===== src/rtl/riscv_5stage_hazard_control.sv =====
// Pipeline hazard control for a 5-stage RV32I core.
// Tracks destination/source usage of the EX, MEM and WB stages and decides
// stalls, bubbles, flushes and EX operand forwarding. It also keeps saturating
// stall/flush performance counters.
module riscv_5stage_hazard_control #(
    parameter int REG_ADDR_W = 5,
    parameter int FORWARD_EN = 1,
    parameter int WB_BYPASS  = 1,
    parameter int CNT_W      = 16
) (
    input  logic             clk,
    input  logic             rst,
    input  logic             id_valid,
    input  logic [31:0]      id_instruction,
    input  logic             ex_redirect,
    input  logic             mem_busy,
    output logic             pc_stall,
    output logic             if_id_stall,
    output logic             if_id_flush,
    output logic             id_ex_bubble,
    output logic             ex_stall,
    output logic [1:0]       fwd_a_sel,
    output logic [1:0]       fwd_b_sel,
    output logic [CNT_W-1:0] stall_count,
    output logic [CNT_W-1:0] flush_count
);

    localparam logic [6:0] OP_LUI    = 7'b0110111;
    localparam logic [6:0] OP_AUIPC  = 7'b0010111;
    localparam logic [6:0] OP_JAL    = 7'b1101111;
    localparam logic [6:0] OP_JALR   = 7'b1100111;
    localparam logic [6:0] OP_BRANCH = 7'b1100011;
    localparam logic [6:0] OP_LOAD   = 7'b0000011;
    localparam logic [6:0] OP_STORE  = 7'b0100011;
    localparam logic [6:0] OP_IMM    = 7'b0010011;
    localparam logic [6:0] OP_OP     = 7'b0110011;

    localparam logic [REG_ADDR_W-1:0] REG_ZERO = {REG_ADDR_W{1'b0}};
    localparam logic [CNT_W-1:0]      CNT_MAX  = {CNT_W{1'b1}};
    localparam logic [CNT_W-1:0]      CNT_ONE  = {{(CNT_W-1){1'b0}}, 1'b1};

    typedef struct packed {
        logic                  v;
        logic [REG_ADDR_W-1:0] rd;
        logic                  wen;
        logic                  mrd;
        logic [REG_ADDR_W-1:0] rs1;
        logic [REG_ADDR_W-1:0] rs2;
        logic                  use1;
        logic                  use2;
    } ex_rec_t;

    typedef struct packed {
        logic                  v;
        logic [REG_ADDR_W-1:0] rd;
        logic                  wen;
        logic                  mrd;
    } mem_rec_t;

    typedef struct packed {
        logic                  v;
        logic [REG_ADDR_W-1:0] rd;
        logic                  wen;
    } wb_rec_t;

    // A stage produces register r: valid writer of a non-zero register.
    function automatic logic match_f(input logic v, input logic wen,
                                     input logic [REG_ADDR_W-1:0] rd,
                                     input logic [REG_ADDR_W-1:0] r);
        return v & wen & (rd == r) & (r != REG_ZERO);
    endfunction

    ex_rec_t  ex_q, ex_d, id_dec_s;
    mem_rec_t mem_q, mem_d;
    wb_rec_t  wb_q, wb_d;

    logic             hz_s;
    logic             pc_stall_s, if_id_stall_s, if_id_flush_s, id_ex_bubble_s, ex_stall_s;
    logic [1:0]       fwd_a_s, fwd_b_s;
    logic [CNT_W-1:0] stall_count_q, stall_count_d, flush_count_q, flush_count_d;
    logic             unused_s;

    // Funct fields never influence hazard decisions.
    assign unused_s = ^{id_instruction[31:25], id_instruction[14:12]};

    // Decode the ID-stage instruction into a candidate EX record.
    always_comb begin
        id_dec_s      = '0;
        id_dec_s.v    = id_valid;
        id_dec_s.rd   = id_instruction[7 +: REG_ADDR_W];
        id_dec_s.rs1  = id_instruction[15 +: REG_ADDR_W];
        id_dec_s.rs2  = id_instruction[20 +: REG_ADDR_W];
        case (id_instruction[6:0])
            OP_LUI, OP_AUIPC, OP_JAL: begin
                id_dec_s.wen  = 1'b1;
            end
            OP_JALR, OP_IMM: begin
                id_dec_s.wen  = 1'b1;
                id_dec_s.use1 = 1'b1;
            end
            OP_LOAD: begin
                id_dec_s.wen  = 1'b1;
                id_dec_s.mrd  = 1'b1;
                id_dec_s.use1 = 1'b1;
            end
            OP_OP: begin
                id_dec_s.wen  = 1'b1;
                id_dec_s.use1 = 1'b1;
                id_dec_s.use2 = 1'b1;
            end
            OP_BRANCH, OP_STORE: begin
                id_dec_s.use1 = 1'b1;
                id_dec_s.use2 = 1'b1;
            end
            default: begin
                id_dec_s.wen  = 1'b0;
                id_dec_s.use1 = 1'b0;
                id_dec_s.use2 = 1'b0;
            end
        endcase
        // Writes to x0 or from an empty slot never create a dependency.
        if ((id_dec_s.rd == REG_ZERO) || !id_valid) begin
            id_dec_s.wen = 1'b0;
        end else begin
            id_dec_s.wen = id_dec_s.wen;
        end
    end

    // RAW hazard detection for the ID instruction against older stages.
    always_comb begin
        hz_s = 1'b0;
        if (FORWARD_EN != 0) begin
            // Only a load in EX cannot be forwarded in time.
            hz_s = ex_q.mrd &
                   ((id_dec_s.use1 & match_f(ex_q.v, ex_q.wen, ex_q.rd, id_dec_s.rs1)) |
                    (id_dec_s.use2 & match_f(ex_q.v, ex_q.wen, ex_q.rd, id_dec_s.rs2)));
        end else begin
            hz_s = (id_dec_s.use1 &
                    (match_f(ex_q.v, ex_q.wen, ex_q.rd, id_dec_s.rs1) |
                     match_f(mem_q.v, mem_q.wen, mem_q.rd, id_dec_s.rs1) |
                     ((WB_BYPASS == 0) & match_f(wb_q.v, wb_q.wen, wb_q.rd, id_dec_s.rs1)))) |
                   (id_dec_s.use2 &
                    (match_f(ex_q.v, ex_q.wen, ex_q.rd, id_dec_s.rs2) |
                     match_f(mem_q.v, mem_q.wen, mem_q.rd, id_dec_s.rs2) |
                     ((WB_BYPASS == 0) & match_f(wb_q.v, wb_q.wen, wb_q.rd, id_dec_s.rs2))));
        end
        hz_s = hz_s & id_valid;
    end

    // Prioritised pipeline control: memory freeze, then redirect, then hazard.
    always_comb begin
        pc_stall_s     = 1'b0;
        if_id_stall_s  = 1'b0;
        if_id_flush_s  = 1'b0;
        id_ex_bubble_s = 1'b0;
        ex_stall_s     = 1'b0;
        if (mem_busy) begin
            pc_stall_s    = 1'b1;
            if_id_stall_s = 1'b1;
            ex_stall_s    = 1'b1;
        end else if (ex_redirect) begin
            if_id_flush_s  = 1'b1;
            id_ex_bubble_s = 1'b1;
        end else if (hz_s) begin
            pc_stall_s     = 1'b1;
            if_id_stall_s  = 1'b1;
            id_ex_bubble_s = 1'b1;
        end else begin
            pc_stall_s     = 1'b0;
            if_id_stall_s  = 1'b0;
        end
    end

    // EX operand forwarding selects; MEM result wins over WB.
    always_comb begin
        fwd_a_s = 2'd0;
        fwd_b_s = 2'd0;
        if (FORWARD_EN != 0) begin
            if (ex_q.use1 & match_f(mem_q.v, mem_q.wen, mem_q.rd, ex_q.rs1) & !mem_q.mrd) begin
                fwd_a_s = 2'd1;
            end else if (ex_q.use1 & match_f(wb_q.v, wb_q.wen, wb_q.rd, ex_q.rs1)) begin
                fwd_a_s = 2'd2;
            end else begin
                fwd_a_s = 2'd0;
            end
            if (ex_q.use2 & match_f(mem_q.v, mem_q.wen, mem_q.rd, ex_q.rs2) & !mem_q.mrd) begin
                fwd_b_s = 2'd1;
            end else if (ex_q.use2 & match_f(wb_q.v, wb_q.wen, wb_q.rd, ex_q.rs2)) begin
                fwd_b_s = 2'd2;
            end else begin
                fwd_b_s = 2'd0;
            end
        end else begin
            fwd_a_s = 2'd0;
            fwd_b_s = 2'd0;
        end
    end

    // Next-state of the stage records and saturating counters.
    always_comb begin
        ex_d          = ex_q;
        mem_d         = mem_q;
        wb_d          = wb_q;
        stall_count_d = stall_count_q;
        flush_count_d = flush_count_q;
        if (!mem_busy) begin
            ex_d  = id_ex_bubble_s ? ex_rec_t'('0) : id_dec_s;
            mem_d = '{v: ex_q.v, rd: ex_q.rd, wen: ex_q.wen, mrd: ex_q.mrd};
            wb_d  = '{v: mem_q.v, rd: mem_q.rd, wen: mem_q.wen};
            if (hz_s && !ex_redirect && (stall_count_q != CNT_MAX)) begin
                stall_count_d = stall_count_q + CNT_ONE;
            end else begin
                stall_count_d = stall_count_q;
            end
            if (ex_redirect && (flush_count_q != CNT_MAX)) begin
                flush_count_d = flush_count_q + CNT_ONE;
            end else begin
                flush_count_d = flush_count_q;
            end
        end else begin
            ex_d  = ex_q;
            mem_d = mem_q;
            wb_d  = wb_q;
        end
    end

    // State registers with synchronous reset.
    always_ff @(posedge clk) begin
        if (rst) begin
            ex_q          <= '0;
            mem_q         <= '0;
            wb_q          <= '0;
            stall_count_q <= '0;
            flush_count_q <= '0;
        end else begin
            ex_q          <= ex_d;
            mem_q         <= mem_d;
            wb_q          <= wb_d;
            stall_count_q <= stall_count_d;
            flush_count_q <= flush_count_d;
        end
    end

    assign pc_stall     = pc_stall_s;
    assign if_id_stall  = if_id_stall_s;
    assign if_id_flush  = if_id_flush_s;
    assign id_ex_bubble = id_ex_bubble_s;
    assign ex_stall     = ex_stall_s;
    assign fwd_a_sel    = fwd_a_s;
    assign fwd_b_sel    = fwd_b_s;
    assign stall_count  = stall_count_q;
    assign flush_count  = flush_count_q;

endmodule


===== config.mk =====
export PLATFORM = sky130hd
export DESIGN_NAME = riscv_5stage_hazard_control
export DESIGN_NICKNAME = d
export VERILOG_FILES = /design/src/rtl/riscv_5stage_hazard_control.sv
export SDC_FILE = /design/constraint.sdc
export NUM_CORES = 1
export LEC_CHECK = 0
export CAP_MARGIN = 5
export CORE_ASPECT_RATIO = 0.9
export CORE_MARGIN = 10
export CORE_UTILIZATION = 45
export CTS_CLUSTER_DIAMETER = 200
export CTS_CLUSTER_SIZE = 10
export DETAILED_ROUTE_END_ITERATION = 12
export GPL_TIMING_DRIVEN = 0
export PLACE_DENSITY = 0.81
export SLEW_MARGIN = 30
export SYNTH_ARGS = -nofsm -noshare
export SYNTH_HDL_FRONTEND = slang
export SYNTH_SLANG_ARGS = --single-unit
export TNS_END_PERCENT = 1

===== constraint.sdc =====
create_clock -name clk -period 2.2 [get_ports clk]
set_clock_uncertainty 0.1 [all_clocks]
set_input_delay 0.44 -clock clk [delete_from_list [all_inputs] [get_ports clk]]
set_output_delay 0.44 -clock clk [all_outputs]
set_load 0.05 [all_outputs]

======== Word-level counts from Yosys, hierarchy flattened ========
Cells that the tools add are included.
Widths: inputs -> output; s select.
cells by class
  reduce and logical (&&, ||, !) cells .... 17
  equal/unequal tests ..................... 17
  bitwise logic cells ..................... 27
  add/subtract/negate cells ............... 2
  mux-type cells .......................... 18
operators with widths
  cell                   number
  $add 16x1->16 const B  2
  $ne 16x16->1 const B   2
  $eq 5x5->1             6
  $and 1x1->1            25
  $eq 7x6->1 const B     3
  $eq 7x7->1 const B     3
  $mux 20                1
  $reduce_bool 5->1      4
  $eq 7x5->1 const B     2
  $mux 1                 13
  $mux 2                 4
  $eq 7x2->1 const B     1
  $reduce_or 7->1        1
  $reduce_or 6->1        1
  $logic_not 5->1        1
  $reduce_and 2->1       2
  $logic_and 1x1->1      3
  $logic_not 1->1        3
  $reduce_or 3->1        1
  $logic_or 1x1->1       1
  $not 1->1              1
  $or 1x1->1             1
word-level totals
  bits in registers ....................... 67
  input bits .............................. 37
  word-level logic and storage cells ...... 98
  output and inout bits ................... 41

======== Longest topological paths before layout ========
  word-level depth ........................ 11
  depth in mapped cells ................... 7

======== Least setup slack after synthesis ========
OpenSTA, ideal clock, no wires.
  kind .................................... flip-flop to output port
  start point ............................. reg mem_q[6] (netlist name)
  end point ............................... out fwd_b_sel[1]
  stages on the path, launching flop included .. 5
  arrival time ............................ 2.885 ns
  slack ................................... -1.225 ns
  path buffers ............................ 0
  path through ............................ dfxtp_1 xnor2_1 nand4_1 nor4_1 nor3_1
between the ends
  word-level cells in the longest chain between the ends .. 6
ends and longest elaborated chain
  item                       line  source
  start, declared            74    mem_rec_t mem_q, mem_d;
  start signal, assigned     237   mem_q <= mem_d;
  $eq 5x5->1                 70    return v & wen & (rd == r) & (r != REG_ZERO);
  $and 1x1->1 (2 in series)  70
  $and 1x1->1 (2 in series)  186   if (ex_q.use2 & match_f(mem_q.v, mem_q.wen, mem_q.rd, ex_q.rs2) & !mem_q.mrd) begin
  $mux 2                     186
  end, declared              23    output logic [1:0] fwd_b_sel,
Every way passes these cells.

======== Final worst setup path ========
  start point ............................. in id_instruction[15]
  end point ............................... out pc_stall
between the ends
  word-level cells in the longest chain between the ends .. 10
  elaborated cells on any way between the ends .. 11
  those cells by class .................... eq/ne (1); mux (3); bitwise (6); reduce/logical (1)
ends and longest elaborated chain
  item             line  source
  start, declared  14    input logic [31:0] id_instruction,
  $eq 5x5->1       --
  $and 1x1->1      --
  $and 1x1->1 *    --
  $and 1x1->1 *    135   ((id_dec_s.use1 & match_f(ex_q.v, ex_q.wen, ex_q.rd, id_dec_s.rs1)) |
  $or 1x1->1 *     135
  $and 1x1->1 *    134   hz_s = ex_q.mrd &
  $and 1x1->1 *    147   hz_s = hz_s & id_valid;
  $mux 1 *         164   end else if (hz_s) begin
  $mux 1 *         161   end else if (ex_redirect) begin
  $mux 1 *         157   if (mem_busy) begin
  end, declared    17    output logic pc_stall,
Mark *: on every way between the ends. The rest lies on a longest branch, timed or not.

==> metrics list <==
- The flow ran to the end, but the final reports show violations.
- Failing checks: negative setup slack
- Main flop type after synthesis: sky130_fd_sc_hd__dfxtp_1
* Half-perimeter wire length after detailed placement: 6970 um
- Vias post-DR: 2,978
* Final Routed Wirelength: 9320 um
- Top layer reached by signal wires: met4
- STA classifies the critical path startpoint as an input port.
- TritonCTS built the clock tree.
- The detailed router finished its first iteration with 122 violations.
* Count of flip-flops with a built-in enable after synthesis: 0
- Entering global routing, the biggest net connects 11 pins.
* DRC violations left: 0
- In this run the vertical extent of the chip is 102 um.
- Clock latency on the worst-skew pair, taken at its later pin, is 350 ps.
- After clock tree synthesis, the flow added hold-fix buffers numbering 0.
- CTS Root Buffer Type: sky130_fd_sc_hd__clkbuf_8
- Final Net Count: 484
- Wire per inst: 17.2 um
- Critical path required time: 1660 ps
- Area overhead of the layout relative to synthesis: 38.0%
- Initial antenna violation count: 0
* Overall track demand over capacity in global routing: 0.161
- The congestion estimate from routability-driven global placement came to 0.900.
- Max_cap viols: 0
- Worst-path cell chain: clkdlybuf4s15_1 > xor2_1 > nor4_4 > and4_1 > a31oi_4 > o21bai_4 > buf_6 > buf_8
- Floorplan Core Area: just over 7000 um^2
- Counting both buffers and inverters, the worst setup path holds a total of 3.
- ANT cells: 0
- Power spread over the standard cell area amounts to slightly above 500 nW/um^2.
- IR analysis of the VDD net gives a maximum drop of 0.000469 V.
- Row Count: 29
- Number of pins exceeding their max-slew limit in the final report: 0
- Final setup violation count: 23
* Critical path start-end classification: in2out
- Starting utilization of the core area: 0.470
- In this run the horizontal extent of the chip is about 110 um.
* Final worst-path cycle share: 1.19
- After synthesis, the share of flip-flops with an asynchronous set or reset is 0.
- After filler insertion, the fill cell instance count of the layout stands at 603.
- Summed over all nets, wire length on met2 after detailed routing comes to 4750 um.
- Type of the tightest min-delay check: in2reg
- Wire length on met3: 406 um
* Highest cell delay on the worst timing path: 390 ps
- Commonest non-fill, non-tap cells in the layout: 58 x sky130_fd_sc_hd__dfxtp_1, 54 x sky130_fd_sc_hd__nor2_1, 29 x sky130_fd_sc_hd__clkdlybuf4s50_1, 25 x sky130_fd_sc_hd__xor2_1, 19 x sky130_fd_sc_hd__nand4_1
- Setup total negative slack on the finished layout was measured at -3110 ps.
- Number of input and output port buffers inserted: between 60 and 70
- Clock-pin slew on the worst setup and hold paths: 70 ps
- Avg Cell Area, Syn: 9.40 um^2
- RSZ-0062 raised after global routing: true
- For this block, wires on met1 add up to 3980 um.
- Among all stages on the critical path, the largest delay is contributed by sky130_fd_sc_hd__nor4_4.
* Largest delay share family, worst path: simple AND/OR/NAND/NOR gates
* Post-synthesis cell type count: 53
- The final number of hold-violating endpoints was 0.
- In this run the worst path has a maximum fanout of 3.
* Hold Slack: ~370 ps
- Depth of the CTS H-tree: 3
- Tot Pwr: approximately 2400 uW
- For this run, the number of Yosys warnings is 0.
- Register area share after synthesis: 0.397
- In the synthesized netlist, the number of instances is 359.
* Commonest non-fill, non-tap cell in the layout: sky130_fd_sc_hd__dfxtp_1
* Worst-margin pin slew: 534 ps
- Number of synthesized register bits: 67
- The floorplan step defined a die boundary enclosing 11,400 um^2.
- Number of nets still failing antenna checks after routing: 0
- The tree built by TritonCTS fans out to 67 sinks.
- Data on the critical path arrives at its endpoint at 2070 ps.
* Netlist area before placement: ~3400 um^2
- The number of global-route vias before repair came to between 3,000 and 4,000.
- During I/O placement, the number of pins put on the boundary was 78.
- Average via count per standard cell: 5.48
* Type of element capturing the critical path: output port
- Total overflow reported by the global router: 0
- Static leakage: 0.00192 uW
- The first global-routing pass estimated 15,000 um of wire.
* Number of iterations in the first detailed-routing pass: 5
- Counting the buffers created by CTS gives 9.
- Final worst path period need: 2610 ps
* Number of nets produced by synthesis: 398
- Highest clock rate: ~0.38 GHz
- Headroom to the max-slew limit came out at 0.643.
- Number of buffers on the longest clock path: 2
- Across all setup checks in the final design, the least slack found is -411 ps.
- Fraction of layout instances using a drive strength above 1: 0.220
==> what timing repair did <==
action | CTS | global route
setup endpoints to repair | 57 | 48
setup buffers | 7 | 2
gates resized for setup | 92 | 41
pin swaps | 12 | 7
==> Yosys cell counts, types with 2 or more instances <==
cell,number,share of area
sky130_fd_sc_hd__ha_1,2,0.0074
sky130_fd_sc_hd__and2_1,4,0.0074
sky130_fd_sc_hd__nor4_2,2,0.0074
sky130_fd_sc_hd__mux2i_1,17,0.050
sky130_fd_sc_hd__nand4b_1,2,0.0052
sky130_fd_sc_hd__a22o_1,17,0.044
sky130_fd_sc_hd__nor3_1,4,0.0059
sky130_fd_sc_hd__dfxtp_1,67,0.40
sky130_fd_sc_hd__a211oi_1,5,0.011
sky130_fd_sc_hd__inv_1,6,0.0067
sky130_fd_sc_hd__clkbuf_1,8,0.0089
sky130_fd_sc_hd__nor2_1,56,0.062
sky130_fd_sc_hd__buf_2,2,0.0030
sky130_fd_sc_hd__mux2_4,2,0.0089
sky130_fd_sc_hd__or4_1,6,0.013
sky130_fd_sc_hd__or2_2,3,0.0056
sky130_fd_sc_hd__o21ai_0,6,0.0089
sky130_fd_sc_hd__nand2_1,15,0.017
sky130_fd_sc_hd__nor4_1,7,0.013
sky130_fd_sc_hd__nand4_1,19,0.035
sky130_fd_sc_hd__nor2b_1,5,0.0093
sky130_fd_sc_hd__xor2_1,30,0.078
sky130_fd_sc_hd__a32o_1,3,0.0089
sky130_fd_sc_hd__a21oi_1,7,0.010
sky130_fd_sc_hd__a31oi_1,4,0.0074
sky130_fd_sc_hd__and4_1,4,0.010
sky130_fd_sc_hd__xnor2_1,18,0.047
sky130_fd_sc_hd__and3_1,2,0.0037
sky130_fd_sc_hd__buf_6,3,0.010
sky130_fd_sc_hd__nand3_1,7,0.010
sky130_fd_sc_hd__buf_4,2,0.0044
sky130_fd_sc_hd__o31ai_1,3,0.0067
==> worst paths after layout <==
kind	from	end	slack [ps]	cells after the start
setup / recovery	id_instruction[15]	pc_stall	-410	8
hold / removal	id_instruction[18]	ex_q[10]$_SDFFE_PP0N_	370	2
setup reg to reg	ex_q[17]$_SDFFE_PP0N_	stall_count[8]$_SDFFE_PP0P_	-220	10
hold reg to reg	ex_q[13]$_SDFFE_PP0N_	ex_q[13]$_SDFFE_PP0N_	380	1
==> where the power goes <==
part | switching, uW | internal [uW] | leakage (uW) | total [uW]
sequential | 26.3 | 1230 | 0.000547 | 1260
combinational | 154 | 119 | 0.00129 | 273
clock | 452 | 405 | 0.0000812 | 858
==> layer usage <==
metal / global-route usage / vias up
met1: 0.185 / 1424
met3: 0.0498 / 19
met4: 0.0602 / 0
met5: 0 / -
met2: 0.280 / 60
li1: - / 1475
==> cells by family after synthesis <==
logic type	synth area share
AO/OA/AOI/OAI	0.132
buffers and inverters	0.0371
flip-flops	0.397
XOR/XNOR	0.125
adder cells (fa/ha/maj)	0.00741
multiplexers	0.0627
AND/OR/NAND/NOR	0.239
==> worst reg2reg max path: stages, from the launching register on <==
cell,delay [ps]
sky130_fd_sc_hd__dfxtp_4,380
sky130_fd_sc_hd__buf_4,140
sky130_fd_sc_hd__xor2_2,180
sky130_fd_sc_hd__nor4_4,250
sky130_fd_sc_hd__buf_4,170
sky130_fd_sc_hd__nand3_4,80
sky130_fd_sc_hd__buf_4,190
sky130_fd_sc_hd__a211oi_4,230
sky130_fd_sc_hd__buf_6,190
sky130_fd_sc_hd__nand4_4,110
sky130_fd_sc_hd__mux2_4,300
==> layout make-up <==
type,instances,area [um^2],share of cell area
repair buffers,75,719,0.154
flip-flops and latches,67,1360,0.292
plain buffers,16,108,0.0231
inverters,6,22.5,0.00483
clock inverters,3,15.0,0.00322
well taps,93,116,0.0250
clock buffers,13,139,0.0298
multi-input cells,270,2180,0.468
==> sequential cells by signal (all words and copies together), names as in the netlist <==
name,flops
ex_q,20
flush_count,16
wb_q,7
stall_count,16
mem_q,8
==> through the flow <==
stage	instance area (um^2)	utilization	std cells	setup slack [ps]
floorplan	3460	-	359	-144
global placement	4240	0.590	518	-1410
detailed placement	4240	0.590	518	-1430
CTS	4560	0.634	541	-377
global route	4660	0.648	543	-452
finish	4660	0.648	543	-411
Power figures use the tool's default switching activity.
